File: config.mk
export PLATFORM = sky130hd
export DESIGN_NAME = commu_m_regbank
export DESIGN_NICKNAME = d
export VERILOG_FILES = /design/src/rtl/commu_m_regbank.sv
export SDC_FILE = /design/constraint.sdc
export NUM_CORES = 1
export LEC_CHECK = 0
export ABC_CLOCK_PERIOD_IN_PS = 7200
export CAP_MARGIN = 30
export CORE_AREA = 2 2 109 121
export DETAILED_ROUTE_END_ITERATION = 16
export DIE_AREA = 0 0 111 123
export MAX_ROUTING_LAYER = met4
export PLACE_DENSITY = 0.84
export SLEW_MARGIN = 5
export SYNTH_ARGS = -nofsm -noshare
export SYNTH_HDL_FRONTEND = slang
export SYNTH_SLANG_ARGS = --single-unit
File: constraint.sdc
create_clock -name clk_sys -period 7.2 [get_ports clk_sys]
set_input_delay 1.08 -clock clk_sys [delete_from_list [all_inputs] [get_ports clk_sys]]
set_output_delay 1.08 -clock clk_sys [all_outputs]
set_load 0.02 [all_outputs]
File: src/rtl/commu_m_regbank.sv
// fx-bus register bank for a comm module: cfg regs with update strobes, dbg regs,
// sticky W1C event status with mask/irq, and bus-activity counters.
module commu_m_regbank #(
    parameter int              DW      = 8,
    parameter int              N_CFG   = 4,
    parameter int              N_DBG   = 8,
    parameter logic [DW-1:0]   CFG_RST = '0,
    parameter logic [7:0]      VERSION = 8'h21
) (
    input  logic                clk_sys,
    input  logic                rst,
    input  logic                fx_wr,
    input  logic [15:0]         fx_waddr,
    input  logic [DW-1:0]       fx_data,
    input  logic                fx_rd,
    input  logic [15:0]         fx_raddr,
    output logic [DW-1:0]       fx_q,
    output logic                fx_q_vld,
    input  logic [5:0]          mod_id,
    output logic [N_CFG*DW-1:0] cfg_q,
    output logic [N_CFG-1:0]    cfg_upd,
    input  logic [DW-1:0]       evt_in,
    output logic                irq
);

    localparam logic [7:0] OFF_MOD_ID  = 8'h00;
    localparam logic [7:0] OFF_VERSION = 8'h01;
    localparam logic [7:0] OFF_EVT_STS = 8'hC0;
    localparam logic [7:0] OFF_EVT_MSK = 8'hC1;
    localparam logic [7:0] OFF_WR_CNT  = 8'hC2;
    localparam logic [7:0] OFF_RD_CNT  = 8'hC3;

    localparam logic [15:0] VERSION_X = {8'h00, VERSION};

    logic [DW-1:0] cfg_r [N_CFG];
    logic [DW-1:0] dbg_r [N_DBG];
    logic [DW-1:0] evt_sts;
    logic [DW-1:0] evt_msk;
    logic [DW-1:0] wr_cnt;
    logic [DW-1:0] rd_cnt;
    logic [DW-1:0] rd_data;
    logic [DW-1:0] sts_clr;
    logic [15:0]   mod_id_x;
    logic [7:0]    woff;
    logic [7:0]    roff;
    logic          wsel;
    logic          rsel;

    assign wsel     = fx_wr && (fx_waddr[13:8] == mod_id);
    assign rsel     = fx_rd && (fx_raddr[13:8] == mod_id);
    assign woff     = fx_waddr[7:0];
    assign roff     = fx_raddr[7:0];
    assign mod_id_x = {10'b0, mod_id};
    assign sts_clr  = (wsel && woff == OFF_EVT_STS) ? fx_data : '0;

    function automatic logic [DW-1:0] dbg_rst_val(input int idx);
        logic [15:0] v;
        v = 16'(16'h0080 + idx);
        return v[DW-1:0];
    endfunction

    // NOTE: cfg/dbg are flop arrays with defined reset values, so unlike a RAM they are reset here.
    always_ff @(posedge clk_sys or posedge rst) begin
        if (rst) begin
            for (int i = 0; i < N_CFG; i++) cfg_r[i] <= CFG_RST;
            for (int i = 0; i < N_DBG; i++) dbg_r[i] <= dbg_rst_val(i);
            cfg_upd <= '0;
        end else begin
            // NOTE: non-blocking assignments keep every register sampling pre-edge values.
            cfg_upd <= '0;
            for (int i = 0; i < N_CFG; i++) begin
                if (wsel && woff == 8'(64 + i)) begin
                    cfg_r[i]   <= fx_data;
                    cfg_upd[i] <= 1'b1;
                end
            end
            for (int i = 0; i < N_DBG; i++) begin
                if (wsel && woff == 8'(128 + i)) dbg_r[i] <= fx_data;
            end
        end
    end

    // Set beats clear: evt_in is OR'd in after the W1C mask is applied.
    always_ff @(posedge clk_sys or posedge rst) begin
        if (rst) begin
            evt_sts <= '0;
            evt_msk <= '0;
            irq     <= 1'b0;
            wr_cnt  <= '0;
            rd_cnt  <= '0;
        end else begin
            evt_sts <= (evt_sts & ~sts_clr) | evt_in;
            irq     <= |(evt_sts & evt_msk);
            if (wsel && woff == OFF_EVT_MSK) evt_msk <= fx_data;
            if (wsel) wr_cnt <= wr_cnt + DW'(1);
            if (rsel) rd_cnt <= rd_cnt + DW'(1);
        end
    end

    always_comb begin
        // NOTE: default assignment first so no path through the mux infers a latch.
        rd_data = '0;
        case (roff)
            OFF_MOD_ID:  rd_data = mod_id_x[DW-1:0];
            OFF_VERSION: rd_data = VERSION_X[DW-1:0];
            OFF_EVT_STS: rd_data = evt_sts;
            OFF_EVT_MSK: rd_data = evt_msk;
            OFF_WR_CNT:  rd_data = wr_cnt;
            OFF_RD_CNT:  rd_data = rd_cnt;
            default:     rd_data = '0;
        endcase
        for (int i = 0; i < N_CFG; i++) begin
            if (roff == 8'(64 + i)) rd_data = cfg_r[i];
        end
        for (int i = 0; i < N_DBG; i++) begin
            if (roff == 8'(128 + i)) rd_data = dbg_r[i];
        end
    end

    // Read data is captured from pre-write state, so same-cycle read/write returns the old value.
    always_ff @(posedge clk_sys or posedge rst) begin
        if (rst) begin
            fx_q     <= '0;
            fx_q_vld <= 1'b0;
        end else begin
            fx_q     <= rsel ? rd_data : '0;
            fx_q_vld <= rsel;
        end
    end

    always_comb begin
        cfg_q = '0;
        for (int i = 0; i < N_CFG; i++) cfg_q[i*DW +: DW] = cfg_r[i];
    end

endmodule
==> results_tabular.tex <==
\begin{tabular}{lr}
\hline
Metric & Value \\
\hline
\multicolumn{2}{l}{\textbf{Run status}} \\
Status & finished, final reports clean \\
\multicolumn{2}{l}{\textbf{Clock network}} \\
Clock tree root driver cell & clkbuf\_16 \\
Clock input transition at the sequential cells of the worst setup and hold paths & 0.06 ns \\
Clock latency of the later-clocked register in the worst-skew pair & 0.42 ns \\
Cts bufs inserted & 17 \\
Cells resized by post-CTS repair & 0 \\
Maximum number of buffers from clock root to sink & 2 \\
Number of setup buffers added after CTS & 0 \\
Clock Sink Count & 142 \\
Number of H-tree levels & 4 \\
Cts hold-fix bufs & 0 \\
Clock tree from TritonCTS & yes \\
\multicolumn{2}{l}{\textbf{Die}} \\
Die Y-Extent & 123 µm \\
Standard-cell rows & 43 \\
Boundary pin count & 104 \\
Starting Density & 57.60\% \\
Width of the die & 111 µm \\
Core footprint & 12430 µm² \\
Total die area & 13650 µm² \\
\multicolumn{2}{l}{\textbf{Critical path}} \\
Highest fanout seen on the critical path & 17 \\
R2r worst-path depth & 5 \\
Type of destination of the critical path & flip-flop \\
Required @ worst endpoint & 7.50 ns \\
Register-to-register setup slack & 5.67 ns \\
Worst R2R Start & evt\_msk[2] \\
Setup Crit Path Kind & input pin to flip-flop \\
Critical path launch point type & input pin \\
FF-to-FF End & fx\_q[2] \\
Critical Path AT & 3.88 ns \\
\multicolumn{2}{l}{\textbf{STA}} \\
Aggregate negative setup slack & 0 ns \\
Final Hold Fails & 0 \\
Shortest clock period the worst path allows after layout & 3.580 ns \\
Setup repair after global routing missed its margin & false \\
Fin crit share & 49.73\% \\
Total of endpoints with negative setup slack in the final report & 0 \\
Pin slew with the least headroom to its limit & 0.9923 ns \\
Final max-slew violation count & 0 \\
Clock Skews & 0.007208 ns \\
Slew Limit Headroom & 33.67\% \\
Achievable Freq & 279.3 MHz \\
\multicolumn{2}{l}{\textbf{Pwr}} \\
Sequential share of power & 44.5\% \\
Combinational Power Share & 7.7\% \\
Power dissipated by switching net loads & 0.4407 mW \\
Internal Power & 1.399 mW \\
Power, Total & 1.839 mW \\
Power share of the clock group & 47.7\% \\
VDD IR max & 0.1661 mV \\
Fraction of power spent switching nets & 23.96\% \\
Total power divided by cell area & 207.6 nW/µm² \\
Leakage component of the power & 3.839 nW \\
\multicolumn{2}{l}{\textbf{Layout}} \\
Total number of nets in the final design & 745 \\
Number of non-filler instances in the completed layout & 855 \\
Area added between synthesis and finish & 23.77\% \\
Share of layout cells above drive strength 1 & 28.08\% \\
Ant diodes & 0 \\
Post-Route Utilization & 71.29\% \\
\multicolumn{2}{l}{\textbf{Logic synthesis}} \\
Number of instances in the synthesized netlist & 595 \\
Async SR Flop Fraction & 100.0\% \\
Number of nets produced by synthesis & 655 \\
Cell Area, Synth & 7158 µm² \\
Sequential share of the synthesized area & 49.99\% \\
Share of Yosys cell area claimed by the top area cell type & 42.65\% \\
Most numerous cell types in the synthesized netlist & 122 x dfrtp\_1, 110 x mux2\_2, 30 x nand2\_1 \\
Post-synthesis cell type with the largest combined area & dfrtp\_1 \\
Warning count from the yosys run & 0 \\
Synthesized area divided by synthesized cell count & 12.03 µm² \\
Netlist cell types & 57 \\
Leading post-synthesis cells by cell area & dfrtp\_1 43\%, mux2\_2 17\%, dfstp\_2 7.3\% \\
Post-synthesis sequential element count & 142 \\
Most frequent cell after synthesis & dfrtp\_1 \\
Post-synth EDFFs & 0 \\
Main synth FF type & dfrtp\_1 \\
\multicolumn{2}{l}{\textbf{Global routing}} \\
Met3 global-route usage & 5.343\% \\
Met2 Track Usage GR & 52.26\% \\
Most Crowded Layer GR & met2 \\
Initial antenna violation count & 0 \\
Vias in the first global route & 5615 \\
Largest net degree at the start of global routing & 77 \\
Overall overflow remaining after global route & 0 \\
Global-route track usage on met1 & 38.08\% \\
Total track usage & 31.17\% \\
First-pass GRT wire length & 31400 µm \\
\multicolumn{2}{l}{\textbf{Routing}} \\
Router iterations before antenna repair & 5 \\
Detailed-route vias per instance & 6.401 \\
Antenna-violating nets left & 0 \\
Iteration-0 DRC Markers & 512 \\
WL/cell & 23.44 µm \\
Total DRC errors in the routed layout & 0 \\
Wirelength, routed & 20040 µm \\
Number of vias after detailed routing & 5473 \\
\multicolumn{2}{l}{\textbf{Min path}} \\
Hold Startpoint & rd\_cnt[7] \\
Class of the worst hold path & flip-flop to flip-flop \\
Hold Path Stages & 1 \\
Hold Path End & rd\_cnt[7] \\
\multicolumn{2}{l}{\textbf{Place}} \\
GPL Wtd Cong & 0.9401 \\
Placed cell count & 822 \\
Port Buf Inserts & 99 \\
HPWL after DPL & 13780 µm \\
\multicolumn{2}{l}{\textbf{Flow run}} \\
Number of max-cap violations & 0 \\
\hline
\end{tabular}
-- placed cells by master, fill, tap and decap left out, types with 3 or more instances in the layout --
cell type and instances:
clkdlybuf4s50_1 98, xor2_1 5, nor3_1 5, clkinv_2 3
nor2_1 16, dfstp_2 20, clkinv_4 3, nand2b_1 4
clkbuf_16 19, and2_1 4, nand3_1 22, buf_4 6
o2bb2ai_1 3, inv_1 4, nand4_2 6, a21o_1 8
dfrtp_1 122, a22oi_1 17, nor3b_1 4, nand2_1 30
mux2_2 110, nand4_1 15, a211oi_1 5, nor4_2 3
mux2i_1 12, a22o_1 3, o211ai_1 5, nor4b_2 3
o22ai_1 10, mux4_2 5, a21oi_1 21, xnor2_1 21
and3_1 5, nor2b_1 16, clkinvlp_4 3, a32o_1 4
o21ai_0 22
-- per-stage QoR --
step / hold WS, ns / area, µm² / setup slack [ns]
4_1_cts: 0.4703 / 8832 / 3.666
2_1_floorplan: 0.4402 / 7158 / 2.344
5_1_grt: 0.4869 / 8860 / 3.495
3_3_place_gp: 0.4582 / 8214 / 3.235
6_report: 0.4669 / 8860 / 3.620
3_5_place_dp: 0.4582 / 8227 / 3.265
-- logic make-up after synthesis --
group / synth area share [%]
buffers and inverters: 2.622
XOR/XNOR: 3.181
AO/OA/AOI/OAI: 10.33
AND/OR/NAND/NOR: 12.97
flip-flops: 49.99
adder cells (fa/ha/maj): 0.3495
multiplexers: 20.56
-- area by class of cell --
class | instances | area, µm²
sequential | 142 | 3578
fill | 863 | 3568
multi-input combinational | 412 | 3392
timing repair buffer | 107 | 1064
clock buffer | 21 | 503.0
tap | 157 | 196.4
clock inverter | 11 | 102.6
inverter | 5 | 23.77
-- how the worst max path moves through the flow --
stage	from	end
CTS	mod_id[4]	dbg_r[30]
finish	mod_id[4]	dbg_r[30]
global route	mod_id[1]	dbg_r[25]
floorplan	rst	cfg_q[0]
global placement	fx_raddr[1]	fx_q[6]
detailed placement	mod_id[1]	dbg_r[25]
-- registers in the layout (all words and copies together), names as in the netlist --
name / cells
rd_cnt: 8
fx_q: 8
evt_sts: 8
irq: 1
evt_msk: 8
fx_q_vld: 1
cfg_upd: 4
cfg_q: 32
dbg_r: 64
wr_cnt: 8
-- routing by layer --
layer / part of all wire (%) / vias to the layer above / routed length [µm]
met3: 6.3 / 57 / 1257
met4: 3.7 / 0 / 732
li1: - / 2410 / -
met1: 40 / 2760 / 7940
met2: 50 / 246 / 10110
met5: 0 / - / 0
-- power groups by stage --
stage | Combinational [mW] | Clock [mW] | Sequential [mW]
finish | 0.142 | 0.878 | 0.819
CTS | 0.140 | 0.884 | 0.819
floorplan | 0.0774 | 0 | 0.829
global route | 0.155 | 0.921 | 0.820
detailed placement | 0.139 | 0 | 0.833
global placement | 0.136 | 0 | 0.832
-- worst max-delay path, cell delays in order --
cell,delay (ns)
clkdlybuf4s50_1,0.55
xnor2_1,0.30
nand2_1,0.13
nor3_4,0.76
nand4_2,0.59
mux2_2,0.46
No activity file was read; power rests on OpenSTA's default activity.
